### src/rtl/peak_index_logger.sv
// -----------------------------------------------------------------------------
// peak_index_logger
//
// Purpose
//   Consumes the per-sample peak flag from the local-maxima stage and records
//   the sample index of each peak in a small FIFO. The FIFO is read out over a
//   valid/ready port. The block also keeps a saturating peak count and runs an
//   end-of-stream sequence: collect, then drain, then done.
//
// Parameters
//   IDX_W      width of the sample index counter (wraps modulo 2^IDX_W)
//   DEPTH      FIFO entries; must be a power of two and at least 2
//   CNT_W      width of peak_cnt (saturates at 2^CNT_W-1)
//   IDX_OFFSET pipeline lag of peak_in relative to its sample
//
// Ports
//   clk        in   clock; all logic on the rising edge
//   rst        in   synchronous, active-high reset
//   en         in   sample strobe
//   peak_in    in   local-maximum flag, qualified by en
//   finish_in  in   end-of-stream strobe
//   rd_ready   in   consumer accepts the head entry
//   rd_valid   out  FIFO not empty
//   rd_idx     out  head entry (first-word-fall-through), 0 when empty
//   peak_cnt   out  peaks seen since reset, including dropped ones
//   overflow   out  sticky: at least one push was lost or overwritten
//   done       out  stream finished and FIFO drained
//
// Configuration macro
//   PEAK_DROP_OLDEST_EN  when defined, a push into a full FIFO with no pop
//                        overwrites the oldest entry. When undefined, the new
//                        entry is dropped.
// -----------------------------------------------------------------------------
module peak_index_logger #(
  parameter int IDX_W      = 8,
  parameter int DEPTH      = 8,
  parameter int CNT_W      = 8,
  parameter int IDX_OFFSET = 1
) (
  input  logic             clk,
  input  logic             rst,
  input  logic             en,
  input  logic             peak_in,
  input  logic             finish_in,
  input  logic             rd_ready,
  output logic             rd_valid,
  output logic [IDX_W-1:0] rd_idx,
  output logic [CNT_W-1:0] peak_cnt,
  output logic             overflow,
  output logic             done
);

  localparam int             AW      = $clog2(DEPTH);
  localparam logic [AW:0]    DEPTH_C = (AW+1)'(DEPTH);
  localparam logic [IDX_W-1:0] OFS_C = IDX_W'(IDX_OFFSET);

  // Reject DEPTH values that the pointer arithmetic cannot handle.
  generate
    if (DEPTH < 2 || (DEPTH & (DEPTH - 1)) != 0) begin : g_bad_depth
      $error("peak_index_logger: DEPTH must be a power of two >= 2");
    end
  endgenerate

  typedef enum logic [1:0] {
    S_IDLE    = 2'd0,
    S_COLLECT = 2'd1,
    S_DRAIN   = 2'd2,
    S_DONE    = 2'd3
  } state_t;

  state_t            state_q, state_d;
  logic [IDX_W-1:0]  smp_idx_q, smp_idx_d;
  logic [CNT_W-1:0]  cnt_q, cnt_d;
  logic              ovf_q, ovf_d;
  logic [AW-1:0]     wr_ptr_q, wr_ptr_d;
  logic [AW-1:0]     rd_ptr_q, rd_ptr_d;
  logic [AW:0]       occ_q, occ_d;
  logic [IDX_W-1:0]  mem_q [DEPTH];

  logic              sample;
  logic              push_req;
  logic              pop;
  logic              full;
  logic              wr_en;
  logic [IDX_W-1:0]  push_idx;

  // IDLE also samples: the first en=1 cycle is processed as index 0 while the
  // FSM moves into COLLECT.
  assign sample   = en && ((state_q == S_IDLE) || (state_q == S_COLLECT));
  assign push_req = sample && peak_in;
  assign push_idx = smp_idx_q - OFS_C;

  assign rd_valid = (occ_q != '0);
  assign pop      = rd_valid && rd_ready;
  assign full     = (occ_q == DEPTH_C);

  // ---------------------------------------------------------------------------
  // FIFO pointer / occupancy next-state
  // ---------------------------------------------------------------------------
  always_comb begin
    wr_en    = 1'b0;
    wr_ptr_d = wr_ptr_q;
    rd_ptr_d = rd_ptr_q;
    occ_d    = occ_q;
    ovf_d    = ovf_q;

    if (pop) rd_ptr_d = rd_ptr_q + 1'b1;

    if (push_req) begin
      if (full && !pop) begin
        ovf_d = 1'b1;
`ifdef PEAK_DROP_OLDEST_EN
        // When full, wr_ptr == rd_ptr. Writing there replaces the oldest
        // entry. Advancing both pointers keeps the newest DEPTH entries.
        wr_en    = 1'b1;
        wr_ptr_d = wr_ptr_q + 1'b1;
        rd_ptr_d = rd_ptr_q + 1'b1;
`endif
      end else begin
        // With a simultaneous pop into a full FIFO, the write slot is the one
        // being popped on this edge, so the write is safe.
        wr_en    = 1'b1;
        wr_ptr_d = wr_ptr_q + 1'b1;
        if (!pop) occ_d = occ_q + 1'b1;
      end
    end else if (pop) begin
      occ_d = occ_q - 1'b1;
    end
  end

  // ---------------------------------------------------------------------------
  // Sample index and peak counter
  // ---------------------------------------------------------------------------
  always_comb begin
    smp_idx_d = smp_idx_q;
    cnt_d     = cnt_q;
    if (sample) smp_idx_d = smp_idx_q + 1'b1;
    if (push_req && (cnt_q != '1)) cnt_d = cnt_q + 1'b1;
  end

  // ---------------------------------------------------------------------------
  // Stream FSM
  // ---------------------------------------------------------------------------
  always_comb begin
    state_d = state_q;
    unique case (state_q)
      S_IDLE:    if (en)        state_d = S_COLLECT;
      S_COLLECT: if (finish_in) state_d = S_DRAIN;
      // Test the post-edge occupancy so that done rises in the cycle right
      // after the final pop.
      S_DRAIN:   if (occ_d == '0) state_d = S_DONE;
      S_DONE:                   state_d = S_DONE;
      default:                  state_d = S_IDLE;
    endcase
  end

  always_ff @(posedge clk) begin
    if (rst) begin
      state_q   <= S_IDLE;
      smp_idx_q <= '0;
      cnt_q     <= '0;
      ovf_q     <= 1'b0;
      wr_ptr_q  <= '0;
      rd_ptr_q  <= '0;
      occ_q     <= '0;
    end else begin
      state_q   <= state_d;
      smp_idx_q <= smp_idx_d;
      cnt_q     <= cnt_d;
      ovf_q     <= ovf_d;
      wr_ptr_q  <= wr_ptr_d;
      rd_ptr_q  <= rd_ptr_d;
      occ_q     <= occ_d;
    end
  end

  // The storage array is not reset. Stale contents are never visible because
  // rd_idx is gated by rd_valid.
  always_ff @(posedge clk) begin
    if (!rst && wr_en) mem_q[wr_ptr_q] <= push_idx;
  end

  assign rd_idx   = rd_valid ? mem_q[rd_ptr_q] : '0;
  assign peak_cnt = cnt_q;
  assign overflow = ovf_q;
  assign done     = (state_q == S_DONE);

endmodule

### config.mk
export PLATFORM = sky130hd
export DESIGN_NAME = peak_index_logger
export DESIGN_NICKNAME = d
export VERILOG_FILES = /design/src/rtl/peak_index_logger.sv
export SDC_FILE = /design/constraint.sdc
export NUM_CORES = 1
export LEC_CHECK = 0
export ABC_AREA = 1
export CAP_MARGIN = 20
export CORE_MARGIN = 8
export CORE_UTILIZATION = 33
export CTS_CLUSTER_DIAMETER = 120
export DETAILED_ROUTE_END_ITERATION = 7
export MAX_ROUTING_LAYER = met4
export SYNTH_ARGS = -nofsm -noshare
export SYNTH_HDL_FRONTEND = slang
export SYNTH_SLANG_ARGS = --single-unit
export TNS_END_PERCENT = 5
### constraint.sdc
create_clock -name clk -period 2.69 [get_ports clk]
set_input_delay 0.6725 -clock clk [delete_from_list [all_inputs] [get_ports clk]]
set_output_delay 0.6725 -clock clk [all_outputs]
set_load 0.005 [all_outputs]
==> run_summary.xml, run 1 <==
<?xml version="1.0" encoding="UTF-8"?>
<metrics>
  <group name="yosys">
    <metric name="count_of_distinct_cell_types_in_the_synthesized_netlist" unit="">35</metric>
    <metric name="synthesis.instances" unit="">432</metric>
    <metric name="async_flop_share" unit="%">0</metric>
    <metric name="postSynthRegisterBits" unit="">96</metric>
    <metric name="synth-edff-count" unit="">64</metric>
    <metric name="synth-main-ff-cell" unit="">sky130_fd_sc_hd__edfxtp_1</metric>
    <metric name="mappedNetlistNets" unit="">446</metric>
    <metric name="average_cell_area_after_synthesis" unit="µm²">9.89</metric>
    <metric name="post_synthesis_cell_area" unit="µm²">4270</metric>
    <metric name="synth.yosys.seq_area_share" unit="%">60.0</metric>
    <metric name="yosys_warnings" unit="">0</metric>
  </group>
  <group name="setup_path">
    <metric name="crit_path_max_incr_delay" unit="ps">510</metric>
    <metric name="standard_cell_with_the_maximum_stage_delay_on_the_critical_path" unit="">sky130_fd_sc_hd__clkdlybuf4s50_1</metric>
    <metric name="timing.critical_path.fanout_max" unit="">16</metric>
    <metric name="critical_register_to_register_path_startpoint" unit="">occ_q[0]</metric>
    <metric name="critical_path_required" unit="ps">2020</metric>
    <metric name="worstPathBufferInverterCount" unit="">3</metric>
    <metric name="endpoint_kind" unit="">output port</metric>
    <metric name="timing.critical_path.cells" unit="">inv_2 &gt; buf_12 &gt; nor2_1 &gt; o32ai_1 &gt; o21ai_0 &gt; nor2_1 &gt; clkdlybuf4s50_1</metric>
    <metric name="cp_common_cell" unit="">sky130_fd_sc_hd__nor2_1</metric>
    <metric name="worst-setup-path-type" unit="">reg2out</metric>
    <metric name="timing.critical_path.from_type" unit="">register</metric>
    <metric name="cp_top_family" unit="">buffers and inverters</metric>
    <metric name="arrival" unit="ps">1960</metric>
  </group>
  <group name="global_route">
    <metric name="grt_usage" unit="%">11.5</metric>
    <metric name="grt_antenna_before_repair" unit="">0</metric>
    <metric name="grt_max_degree" unit="">33</metric>
    <metric name="grt_pass1_wl" unit="µm">14700</metric>
    <metric name="first_global_vias" unit="">3066</metric>
    <metric name="globalRouteOverflowTotal" unit="">0</metric>
  </group>
  <group name="pwr">
    <metric name="power_density" unit="nW/µm²">910</metric>
    <metric name="cellLeakagePower" unit="nW">2.06</metric>
    <metric name="power_frac_seq" unit="%">36.9</metric>
    <metric name="sw_frac_of_total" unit="%">33.2</metric>
    <metric name="clock_power_share" unit="%">26.6</metric>
    <metric name="combinationalPowerShare" unit="%">36.5</metric>
    <metric name="cell_internal_pwr" unit="W">0.00322</metric>
    <metric name="switchingPower" unit="W">0.00161</metric>
    <metric name="vdd.ir_drop.worst" unit="mV">0.567</metric>
  </group>
  <group name="detailed_routing">
    <metric name="met1_length" unit="µm">4340</metric>
    <metric name="wl_met3" unit="µm">486</metric>
    <metric name="drc_errors" unit="">0</metric>
    <metric name="average_vias_per_placed_instance" unit="">4.72</metric>
    <metric name="detailroute.wirelength.met2" unit="µm">4190</metric>
    <metric name="avgRoutedWirePerCell" unit="µm">13.9</metric>
    <metric name="drt_first_pass_iters" unit="">4</metric>
    <metric name="drt_wl_total" unit="µm">9090</metric>
    <metric name="vias" unit="">3093</metric>
    <metric name="drt_first_iter_violations" unit="">201</metric>
    <metric name="highest_metal_layer_used_by_the_detailed_router" unit="">met4</metric>
    <metric name="ant_nets" unit="">0</metric>
  </group>
  <group name="run_status">
    <metric name="status" unit="">finished, final reports clean</metric>
  </group>
  <group name="final_layout">
    <metric name="n_antenna_cell" unit="">0</metric>
    <metric name="fillers" unit="">1240</metric>
    <metric name="post_layout_net_count" unit="">492</metric>
    <metric name="drive_above_1_share" unit="%">16.4</metric>
    <metric name="mostFrequentLayoutCell" unit="">sky130_fd_sc_hd__nor2_1</metric>
    <metric name="post_layout_instance_count_excluding_filler_cells" unit="">655</metric>
    <metric name="flow.area_growth_from_synthesis" unit="%">24.2</metric>
    <metric name="most-common-layout-cells" unit="">87 x sky130_fd_sc_hd__nor2_1, 64 x sky130_fd_sc_hd__edfxtp_1, 48 x sky130_fd_sc_hd__nand2_1</metric>
  </group>
  <group name="sta">
    <metric name="finalCriticalPeriod" unit="ps">2640</metric>
    <metric name="hold_violations_final" unit="">0</metric>
    <metric name="post-route-period-util" unit="%">98.0</metric>
    <metric name="finalClockSkew" unit="ps">4.82</metric>
    <metric name="setup_tns" unit="ps">0</metric>
    <metric name="slew_violations" unit="">0</metric>
    <metric name="finalSetupViolations" unit="">0</metric>
    <metric name="fmax" unit="GHz">0.379</metric>
    <metric name="slew-limit-headroom" unit="%">57.2</metric>
    <metric name="rsz0062_at_grt" unit="">yes</metric>
    <metric name="timing_worst_slew_pin_value" unit="ps">640</metric>
  </group>
  <group name="clock_network">
    <metric name="htree_levels" unit="">3</metric>
    <metric name="cts-root-to-sink-buffers" unit="">2</metric>
    <metric name="insertion_delay" unit="ps">340</metric>
    <metric name="clock_slew_at_reported_path_ffs" unit="ps">60</metric>
    <metric name="cts_made_buffers" unit="">9</metric>
    <metric name="cts_tree" unit="">built</metric>
    <metric name="clock-sinks" unit="">96</metric>
    <metric name="cts_root_buffer" unit="">sky130_fd_sc_hd__clkbuf_16</metric>
    <metric name="ctsHoldBuffers" unit="">0</metric>
  </group>
  <group name="placed_design">
    <metric name="gpl.final_weighted_congestion" unit="">0.837</metric>
    <metric name="buffer_ports.inserted" unit="">24</metric>
    <metric name="dp.cells" unit="">635</metric>
    <metric name="detailed_place_hpwl" unit="µm">6350</metric>
  </group>
  <group name="die">
    <metric name="core-area" unit="µm²">12600</metric>
    <metric name="die_height" unit="µm">130</metric>
    <metric name="floorplan.initialDensity" unit="%">33.9</metric>
    <metric name="floorplan.die_area" unit="µm²">16800</metric>
    <metric name="rows" unit="">41</metric>
    <metric name="io_pins" unit="">25</metric>
    <metric name="die_width" unit="µm">130</metric>
  </group>
  <group name="min_path">
    <metric name="worst_hold_path_type" unit="">reg2reg</metric>
    <metric name="timing.hold.worst.start" unit="">rd_ptr_q[2]</metric>
  </group>
  <group name="run">
    <metric name="max_cap_viol_count" unit="">0</metric>
  </group>
</metrics>
## cells by family after synthesis
family                     after synthesis  synth area share, %
DFF                                     96                 60.0
buffers and inverters                   55                 5.53
adders and majority gates                8                 2.34
and+or+nand+nor                        182                 19.1
xor gates and xnor gates                 8                 1.64
AOI/OAI and AO/OA                       83                 11.4
## final cells by class
cell class / instances / area, µm² / area share (%)
sequential: 96 / 2570 / 48.4
tap: 172 / 215 / 4.06
clock inverter: 6 / 75.1 / 1.42
multi-input combinational: 281 / 1550 / 29.2
clock buffer: 10 / 229 / 4.32
timing repair buffer: 52 / 519 / 9.79
inverter: 38 / 148 / 2.78
## timing repair
| item | 4_1_cts | 5_1_grt |
|---|---|---|
| gates resized for setup | 10 | 14 |
| endpoints found under the setup margin | 8 | 7 |
| setup buffers | 3 | 0 |
| pin swaps | 1 | 1 |
| cloned | 1 | 0 |
| endpoints found under the hold margin | 0 | 0 |
## power by group through the flow
stage	clock (W)	combinational (W)	sequential, W
after global placement	0	0.00154	0.00180
after detailed placement	0	0.00156	0.00181
after floorplan	0	0.00103	0.00177
after CTS	0.00131	0.00172	0.00178
final	0.00128	0.00176	0.00178
after global routing	0.00137	0.00195	0.00180
## worst paths after layout
kind	to	slack, ps	cells after the start
hold reg to reg	rd_ptr_q[2]	470	2
setup / recovery	rd_idx[5]	50	7
setup reg to reg	mem_q[0][4]	630	12
hold / removal	rd_ptr_q[2]	470	2
## through the flow
step / worst slack (ps) / utilization, % / area (µm²) / hold slack [ps] / total power, W
after global routing: -33.2 / 42.0 / 5310 / 519 / 0.00511
final: 53.7 / 42.0 / 5310 / 469 / 0.00483
after detailed placement: 150 / 38.4 / 4840 / 461 / 0.00337
after global placement: 185 / 38.4 / 4840 / 445 / 0.00335
after CTS: 1.16 / 41.5 / 5230 / 472 / 0.00482
after floorplan: 366 / - / 4270 / 433 / 0.00281
## sequential cells by signal (all words and copies together) (netlist names), named ones only
| signal | flops |
|---|---|
| overflow | 1 |
| smp_idx_q | 8 |
| rd_ptr_q | 3 |
| wr_ptr_q | 3 |
| mem_q | 64 |
| peak_cnt | 8 |
| occ_q | 4 |
| state_q | 2 |
## synthesized netlist by cell type, types with 5 or more instances
cell	n	share of area, %
sky130_fd_sc_hd__a21oi_1	24	2.8
sky130_fd_sc_hd__buf_2	5	0.59
sky130_fd_sc_hd__clkbuf_1	8	0.70
sky130_fd_sc_hd__dfxtp_1	32	15
sky130_fd_sc_hd__edfxtp_1	64	45
sky130_fd_sc_hd__ha_1	8	2.3
sky130_fd_sc_hd__inv_1	33	2.9
sky130_fd_sc_hd__nand2_1	48	4.2
sky130_fd_sc_hd__nand3_1	19	2.2
sky130_fd_sc_hd__nand4_1	5	0.73
sky130_fd_sc_hd__nor2_1	87	7.6
sky130_fd_sc_hd__nor3_1	7	0.82
sky130_fd_sc_hd__o21ai_0	36	4.2
sky130_fd_sc_hd__o32ai_1	16	3.3
sky130_fd_sc_hd__xor2_1	7	1.4
## routing by layer
metal / GRT usage (%) / vias to the layer above
li1: - / 1579
met1: 14.3 / 1442
met2: 17.9 / 65
met3: 3.22 / 7
met4: 3.14 / 0
met5: - / -
## tightest hold or removal path, delay by kind of cell, from the launching register on
kind	cells	cell delay, ps
buf+inv	1	50
flops	1	310
compound gates	1	70
No activity file was read; power rests on OpenSTA's default activity.
==> run 2: changes to the inputs <==
--- a/config.mk
+++ b/config.mk
@@ -6,12 +6,12 @@
 export NUM_CORES = 1
 export LEC_CHECK = 0
 export ABC_AREA = 1
-export CAP_MARGIN = 20
 export CORE_MARGIN = 8
 export CORE_UTILIZATION = 33
 export CTS_CLUSTER_DIAMETER = 120
 export DETAILED_ROUTE_END_ITERATION = 7
 export MAX_ROUTING_LAYER = met4
+export SLEW_MARGIN = 15
 export SYNTH_ARGS = -nofsm -noshare
 export SYNTH_HDL_FRONTEND = slang
 export SYNTH_SLANG_ARGS = --single-unit
==> results of run 2 <==
No change in the layout: final DEF, timing and power equal those of run 1.
